### config.mk
export PLATFORM = sky130hd
export DESIGN_NAME = img_frame_packer
export DESIGN_NICKNAME = d
export VERILOG_FILES = /design/src/rtl/ipsm_pkg.sv /design/src/rtl/img_frame_packer_lane_packer.sv /design/src/rtl/img_frame_packer.sv
export SDC_FILE = /design/constraint.sdc
export NUM_CORES = 1
export LEC_CHECK = 0
export CORE_MARGIN = 4
export CORE_UTILIZATION = 55
export DETAILED_ROUTE_END_ITERATION = 6
export PLACE_DENSITY_LB_ADDON = 0.25
export SLEW_MARGIN = 20
export SYNTH_ARGS = -nofsm -noshare
export SYNTH_HDL_FRONTEND = slang
export SYNTH_SLANG_ARGS = --single-unit
### constraint.sdc
create_clock -name pxlclk -period 2.4 [get_ports pxlclk]
set_input_delay 0.48 -clock pxlclk [delete_from_list [all_inputs] [get_ports pxlclk]]
set_output_delay 0.48 -clock pxlclk [all_outputs]
set_load 0.02 [all_outputs]
### src/rtl/ipsm_pkg.sv
// Shared state encoding, capture-mode constants and sizing helper for the image frame packer.
package ipsm_pkg;

    typedef enum logic [1:0] {
        ST_IDLE    = 2'd0,
        ST_ARMED   = 2'd1,
        ST_CAPTURE = 2'd2,
        ST_DONE    = 2'd3
    } ipsm_state_t;

    localparam logic MODE_SINGLE = 1'b0;
    localparam logic MODE_CONT   = 1'b1;

    function automatic int words_for(input int n, input int lanes);
        return (n + lanes - 1) / lanes;
    endfunction

endpackage

### src/rtl/img_frame_packer_lane_packer.sv
// Packs accepted pixels into a wide word, lane 0 in the low bits, zero-filling a flushed partial word.
// word_vld/word_dat register one edge after the completing pixel; never stalls its input.
module lane_packer
    import ipsm_pkg::*;
#(
    parameter int PIX_W = 16,
    parameter int LANES = 16
) (
    input  logic                   pxlclk,
    input  logic                   rst_n,
    input  logic                   clr,
    input  logic                   pix_vld,
    input  logic                   last,
    input  logic [PIX_W-1:0]       pix_dat,
    output logic                   fire,
    output logic                   word_vld,
    output logic [PIX_W*LANES-1:0] word_dat
);

    localparam int LW = (LANES > 1) ? $clog2(LANES) : 1;

    logic [LANES-1:0][PIX_W-1:0] acc;
    logic [LANES-1:0][PIX_W-1:0] acc_nxt;
    logic [LW-1:0]               lane_cnt;

    always_comb begin
        acc_nxt           = acc;
        acc_nxt[lane_cnt] = pix_dat;
    end

    assign fire = pix_vld && ((lane_cnt == LW'(LANES - 1)) || last);

    // acc is cleared after every word, so lanes beyond a flush point read back as zero
    always_ff @(posedge pxlclk) begin
        if (!rst_n) begin
            acc      <= '0;
            lane_cnt <= '0;
            word_vld <= 1'b0;
            word_dat <= '0;
        end else begin
            word_vld <= fire;
            if (fire) begin
                word_dat <= acc_nxt;
            end
            if (clr || fire) begin
                acc      <= '0;
                lane_cnt <= '0;
            end else if (pix_vld) begin
                acc      <= acc_nxt;
                lane_cnt <= lane_cnt + LW'(1);
            end
        end
    end

endmodule

### src/rtl/img_frame_packer.sv
// Captures one fixed-size image per frame into ping-pong DMEM buffers, single-shot or continuous.
// DMEM write is registered one edge after the completing pixel; no backpressure, DMEM takes a word every cycle.
module img_frame_packer
    import ipsm_pkg::*;
#(
    parameter  int PIX_W     = 16,
    parameter  int LANES     = 16,
    parameter  int N_PIX     = 784,
    parameter  int NUM_BUF   = 2,
    parameter  int ADDR_W    = 7,
    parameter  int BASE_ADDR = 0,
    localparam int WORD_W    = PIX_W * LANES,
    localparam int BUF_W     = (NUM_BUF > 1) ? $clog2(NUM_BUF) : 1
) (
    input  logic              pxlclk,
    input  logic              rst_n,
    input  logic              iCCD_enable,
    input  logic              iMode,
    input  logic              iFVAL,
    input  logic              iDVAL,
    input  logic [PIX_W-1:0]  iDATA,
    output logic              oCCD_done,
    output logic [BUF_W-1:0]  oBuf,
    output logic [7:0]        oDrop,
    output logic              oDmem_wren,
    output logic [ADDR_W-1:0] oDmem_addr,
    output logic [WORD_W-1:0] oDmem_data
);

    localparam int                WORDS    = words_for(N_PIX, LANES);
    localparam int                PC_W     = $clog2(N_PIX + 1);
    localparam logic [ADDR_W-1:0] BASE_A   = ADDR_W'(BASE_ADDR);
    localparam logic [ADDR_W-1:0] WORDS_A  = ADDR_W'(WORDS);
    localparam logic [BUF_W-1:0]  LAST_BUF = BUF_W'(NUM_BUF - 1);

    generate
        if (BASE_ADDR + NUM_BUF * WORDS > 2 ** ADDR_W) begin : g_addr_check
            $error("img_frame_packer: image buffers do not fit in the DMEM address space");
        end
    endgenerate

    ipsm_state_t       state;
    logic              mode_q;
    logic              fval_q;
    logic [PC_W-1:0]   pix_cnt;
    logic [ADDR_W-1:0] word_idx;
    logic [BUF_W-1:0]  buf_idx;
    logic [ADDR_W-1:0] buf_base;
    logic              cap_active;
    logic              pix_vld;
    logic              last_pix;
    logic              fire;

    // Dropping enable or frame-valid stops acceptance in the same cycle and discards the partial word
    assign cap_active = (state == ST_CAPTURE) && iCCD_enable && iFVAL;
    assign pix_vld    = cap_active && iDVAL;
    assign last_pix   = (pix_cnt == PC_W'(N_PIX - 1));

    lane_packer #(
        .PIX_W (PIX_W),
        .LANES (LANES)
    ) u_lane_packer (
        .pxlclk   (pxlclk),
        .rst_n    (rst_n),
        .clr      (!cap_active),
        .pix_vld  (pix_vld),
        .last     (last_pix),
        .pix_dat  (iDATA),
        .fire     (fire),
        .word_vld (oDmem_wren),
        .word_dat (oDmem_data)
    );

    always_ff @(posedge pxlclk) begin
        if (!rst_n) begin
            state      <= ST_IDLE;
            mode_q     <= MODE_SINGLE;
            fval_q     <= 1'b0;
            pix_cnt    <= '0;
            word_idx   <= '0;
            buf_idx    <= '0;
            buf_base   <= BASE_A;
            oCCD_done  <= 1'b0;
            oBuf       <= '0;
            oDrop      <= '0;
            oDmem_addr <= '0;
        end else begin
            fval_q    <= iFVAL;
            oCCD_done <= 1'b0;
            if (fire) begin
                oDmem_addr <= buf_base + word_idx;
                word_idx   <= word_idx + ADDR_W'(1);
            end
            case (state)
                ST_IDLE: begin
                    if (iCCD_enable) begin
                        mode_q   <= iMode;
                        pix_cnt  <= '0;
                        word_idx <= '0;
                        state    <= ST_ARMED;
                    end
                end
                ST_ARMED: begin
                    if (!iCCD_enable) begin
                        state <= ST_IDLE;
                    end else if (iFVAL && !fval_q) begin
                        state <= ST_CAPTURE;
                    end
                end
                ST_CAPTURE: begin
                    if (!iCCD_enable) begin
                        state <= ST_IDLE;
                    end else if (!iFVAL) begin
                        if (oDrop != 8'hFF) begin
                            oDrop <= oDrop + 8'd1;
                        end
                        pix_cnt  <= '0;
                        word_idx <= '0;
                        state    <= ST_ARMED;
                    end else if (iDVAL) begin
                        if (last_pix) begin
                            pix_cnt  <= '0;
                            word_idx <= '0;
                            state    <= ST_DONE;
                        end else begin
                            pix_cnt <= pix_cnt + PC_W'(1);
                        end
                    end
                end
                ST_DONE: begin
                    if (!iCCD_enable) begin
                        state <= ST_IDLE;
                    end else begin
                        oCCD_done <= 1'b1;
                        oBuf      <= buf_idx;
                        if (mode_q == MODE_CONT) begin
                            if (buf_idx == LAST_BUF) begin
                                buf_idx  <= '0;
                                buf_base <= BASE_A;
                            end else begin
                                buf_idx  <= buf_idx + BUF_W'(1);
                                buf_base <= buf_base + WORDS_A;
                            end
                            state <= ST_ARMED;
                        end
                    end
                end
                default: state <= ST_IDLE;
            endcase
        end
    end

endmodule

==> qor.log <==
qor: run_status.status complete, no violations
qor: min_path.min_from iDATA[0]
qor: setup_path.ff2ff_path_depth 7
qor: clocking.clock-sinks 563
qor: setup_path.timing.rr.end u_lane_packer.acc[53]
qor: power_and_ir_drop.overall_power_after_layout 18.6 mW
qor: setup_path.worst_setup_end_kind flip-flop
qor: synthesis.synth_top_cells_by_count sky130_fd_sc_hd__dfxtp_1, sky130_fd_sc_hd__nor2_1, sky130_fd_sc_hd__mux2i_1
qor: setup_path.path_common_cell sky130_fd_sc_hd__nand2_1
qor: min_path.hold-path-endpoint u_lane_packer.acc[32]
qor: route.met2WireLength 32000 microns
qor: die.die_span_x 213 microns
qor: power_and_ir_drop.p_leak 11.0 nW
qor: place.placement.setup.worst_slack -0.0554 ns
qor: setup_path.crit_slowest_cell sky130_fd_sc_hd__dfxtp_1
qor: place.placed_cell_area 27200 sq um
qor: clocking.cts_tree built
qor: timing.setup-violations-final 0
qor: synthesis.synth_enable_flop_cells 0
qor: setup_path.cpLargestDelayFamily simple AND/OR/NAND/NOR gates
qor: clocking.cts-htree-levels 2
qor: setup_path.buffers_and_inverters_on_the_worst_path 2
qor: route.routed-via-count 19900
qor: min_path.holdPathStages 3
qor: power_and_ir_drop.switching_fraction_of_total_power 0.213
qor: flow_run.drv.max_cap_violation_count 0
qor: route.post_drt_via_cell_ratio 5.87
qor: power_and_ir_drop.seq_power_share 0.503
qor: setup_path.critPathMaxStageDelay 0.42 ns
qor: min_path.hold_path.class in2reg
qor: grt.grt_start_max_net_pins 60
qor: grt.number_of_antenna_violations_at_the_first_check_in_global_routing 1
qor: layout.area_growth 25.9%
qor: timing.setup_slack 0.143 ns
qor: route.antenna_violating_nets_left 0
qor: die.dieHeight 213 microns
qor: place.dp.cells 3286
qor: timing.grt_setup_unrepaired false
qor: route.drt-pass1-iter-count 6
qor: synthesis.ys_ff_latch 563
qor: layout.ratio_of_cells_with_drive_above_1_in_the_final_layout 0.0960
qor: synthesis.share_of_yosys_cell_area_claimed_by_the_top_area_cell_type 0.488
qor: clocking.worst_skew_pair.late_latency 0.62 ns
qor: grt.global_route_wire_length_before_repair 104000 microns
qor: route.detailroute.wirelength.met3 4670 microns
qor: setup_path.worst_ep_arrival_time 2.75 ns
qor: route.highest_layer met5
qor: synthesis.netlist_instances 2564
qor: setup_path.critPathLaunchType flip-flop
qor: clocking.cts_resized 0
qor: setup_path.r2r-start u_lane_packer.lane_cnt[0]
qor: synthesis.synthesis.area 23100 sq um
qor: setup_path.critical_path.cell_chain ha_1, buf_4, and2_1, buf_12, nand2_1, nand2_1, a21oi_1
qor: setup_path.slack_of_the_worst_reg_to_reg_path 0.14 ns
qor: route.number_of_drc_violations_after_detailed_routing_iteration_0 1839
qor: power_and_ir_drop.internal_power 14.6 mW
qor: grt.grt_usage 0.284
qor: power_and_ir_drop.power_frac_comb 0.026
qor: timing.finalCritPeriodShare 0.940
qor: route.drt_wl_cell 19.8 microns
qor: clocking.cts_buffer_depth 3
qor: route.route.layer.met1.wl 28100 microns
qor: synthesis.syn-mean-instance-area 9.00 sq um
qor: place.dp.final_hpwl 44000 microns
qor: timing.hold_violations 0
qor: clocking.clock_tree.root_cell sky130_fd_sc_hd__clkbuf_16
qor: power_and_ir_drop.power.density 639 nW/um^2
qor: timing.max_slew.worst_pin.slew 0.640 ns
qor: timing.final.setup_skew 0.0249 ns
qor: synthesis.synthesis.yosys.warnings 0
qor: die.fp.dieArea 45300 sq um
qor: die.pin_count 296
qor: route.detail_route.drc_violations 0
qor: synthesis.synth_async_sr_flop_share 0
qor: setup_path.path_max_fanout 39
qor: power_and_ir_drop.clock_share_of_power 0.471
qor: power_and_ir_drop.power_spent_charging_and_discharging_nets 3.96 mW
qor: setup_path.worstPathRequired 2.90 ns
qor: synthesis.ys_top_cells_by_area sky130_fd_sc_hd__dfxtp_1, sky130_fd_sc_hd__mux2i_1, sky130_fd_sc_hd__nor2_1, sky130_fd_sc_hd__a311oi_1, sky130_fd_sc_hd__nand3_1
qor: grt.grt_remaining_overflow 0
qor: place.portBuffers 295
qor: timing.final_period_minus_worst_setup_slack 2.26 ns
qor: die.core_region_area 41200 sq um
qor: die.rows 74
qor: clocking.number_of_buffers_inserted_to_repair_setup_after_cts 0
qor: synthesis.synthMostInstantiatedCell sky130_fd_sc_hd__dfxtp_1
qor: clocking.cts-hold-fix-buffers 0
qor: timing.clock.fmax 443 MHz
qor: synthesis.postSynthNetCount 2601
qor: layout.final-instance-count-excl-fill 3386
qor: clocking.cts.clk_slew.worst_paths 0.06 ns
qor: timing.final-max-slew-violation-count 0
qor: synthesis.yosysTopAreaCell sky130_fd_sc_hd__dfxtp_1
qor: synthesis.synth-seq-area-share 0.488
qor: synthesis.leading_register_cell_type_out_of_synthesis sky130_fd_sc_hd__dfxtp_1
qor: die.start_util 0.560
qor: synthesis.yosysUniqueCellTypes 47
qor: timing.max-slew-margin-rel 0.573
qor: layout.nNetsFinal 2849
qor: grt.grt_pass1_vias 19300
qor: power_and_ir_drop.peakVddDrop 605 uV
qor: setup_path.timing_worst_setup_path_type reg2reg
qor: clocking.cts-buffers-inserted 56
qor: route.wl 67000 microns
qor: layout.insertedDiodeCount 0
qor: place.gpl.final_weighted_congestion 0.849
qor: layout.finalInstanceArea 29100 sq um
## layout make-up
class / instances / area [sq um]
Fill cell: 3061 / 12100
Clock inverter: 9 / 106
Tap cell: 532 / 666
Inverter: 12 / 52.6
Clock buffer: 91 / 1750
Sequential cell: 563 / 11300
Timing Repair Buffer: 448 / 4610
Multi-Input combinational cell: 1731 / 10600
## power by group through the flow
| stage | registers [mW] | clock network (mW) | logic, mW |
|---|---|---|---|
| 2_1_floorplan | 9.56 | 0 | 0.212 |
| 6_report | 9.35 | 8.75 | 0.475 |
| 5_1_grt | 9.35 | 9.24 | 0.493 |
| 3_3_place_gp | 9.56 | 0 | 0.460 |
| 3_5_place_dp | 9.56 | 0 | 0.467 |
| 4_1_cts | 9.35 | 8.86 | 0.468 |
## per-stage QoR
stage | hold slack [ns] | TNS, ns | util
finish | 0.299 | 0 | 0.706
global route | 0.317 | 0 | 0.706
CTS | 0.273 | 0 | 0.706
detailed placement | 0.444 | -0.164 | 0.661
global placement | 0.441 | -0.0411 | 0.661
floorplan | 0.436 | 0 | -
## layer usage
metal	GRT usage	up-vias
li1	-	9450
met1	0.383	9519
met2	0.468	758
met4	0.105	2
met3	0.0398	155
met5	0	-
## cells by family after synthesis
| group | synth area share |
|---|---|
| multiplexers | 0.140 |
| buffers and inverters | 0.0532 |
| adder cells (fa/ha/maj) | 0.00845 |
| XOR/XNOR | 0.00986 |
| AO/OA/AOI/OAI | 0.118 |
| flip-flops | 0.488 |
| AND/OR/NAND/NOR | 0.183 |
## state kept, by name, indices dropped and copies added (netlist names)
| name | count |
|---|---|
| u_lane_packer.acc | 256 |
| u_lane_packer.word_dat | 256 |
| pix_cnt | 10 |
| oDrop | 8 |
| buf_base | 7 |
| oDmem_addr | 7 |
| word_idx | 7 |
| u_lane_packer.lane_cnt | 4 |
| state | 2 |
| buf_idx | 1 |
| fval_q | 1 |
| mode_q | 1 |
| oBuf | 1 |
| oCCD_done | 1 |
| u_lane_packer.word_vld | 1 |
## worst max-delay path by stage
stage	endpoint	slack [ns]	cells past startpoint	start
after global placement	oDrop[7]	-0.04	7	iCCD_enable
final	u_lane_packer.acc[53]	0.14	7	u_lane_packer.lane_cnt[0]
after floorplan	u_lane_packer.acc[100]	0.34	8	u_lane_packer.lane_cnt[0]
after CTS	u_lane_packer.acc[61]	0.17	7	u_lane_packer.lane_cnt[0]
after detailed placement	oDrop[7]	-0.06	7	iCCD_enable
after global routing	u_lane_packer.acc[61]	0.02	7	u_lane_packer.lane_cnt[0]
## placed cells by master, fill, tap and decap left out, types with 6 or more instances in the layout
cell	synthesis	routed
sky130_fd_sc_hd__dfxtp_1	563	563
sky130_fd_sc_hd__nor2_1	490	490
sky130_fd_sc_hd__mux2i_1	323	323
sky130_fd_sc_hd__clkdlybuf4s50_1	0	279
sky130_fd_sc_hd__nand2_1	231	231
sky130_fd_sc_hd__nand3_1	212	211
sky130_fd_sc_hd__a211oi_1	131	131
sky130_fd_sc_hd__a311oi_1	128	128
sky130_fd_sc_hd__buf_4	29	106
sky130_fd_sc_hd__a21oi_1	86	86
sky130_fd_sc_hd__clkbuf_16	0	58
sky130_fd_sc_hd__buf_12	0	47
sky130_fd_sc_hd__clkbuf_8	0	17
sky130_fd_sc_hd__clkbuf_1	142	16
sky130_fd_sc_hd__buf_2	84	16
sky130_fd_sc_hd__xnor2_1	14	14
sky130_fd_sc_hd__o21ai_0	13	13
sky130_fd_sc_hd__xor2_1	12	12
sky130_fd_sc_hd__nor3_1	12	12
sky130_fd_sc_hd__ha_1	14	12
sky130_fd_sc_hd__inv_1	11	11
sky130_fd_sc_hd__nand3_2	8	8
sky130_fd_sc_hd__and2_1	9	7
sky130_fd_sc_hd__nand4_1	6	6
sky130_fd_sc_hd__clkinv_2	0	6
## tightest hold or removal path, stage by stage
cell and delay, ns:
sky130_fd_sc_hd__buf_2 0.21, sky130_fd_sc_hd__nand3_1 0.11, sky130_fd_sc_hd__a21oi_1 0.06
(Power assumes the default switching activity.)
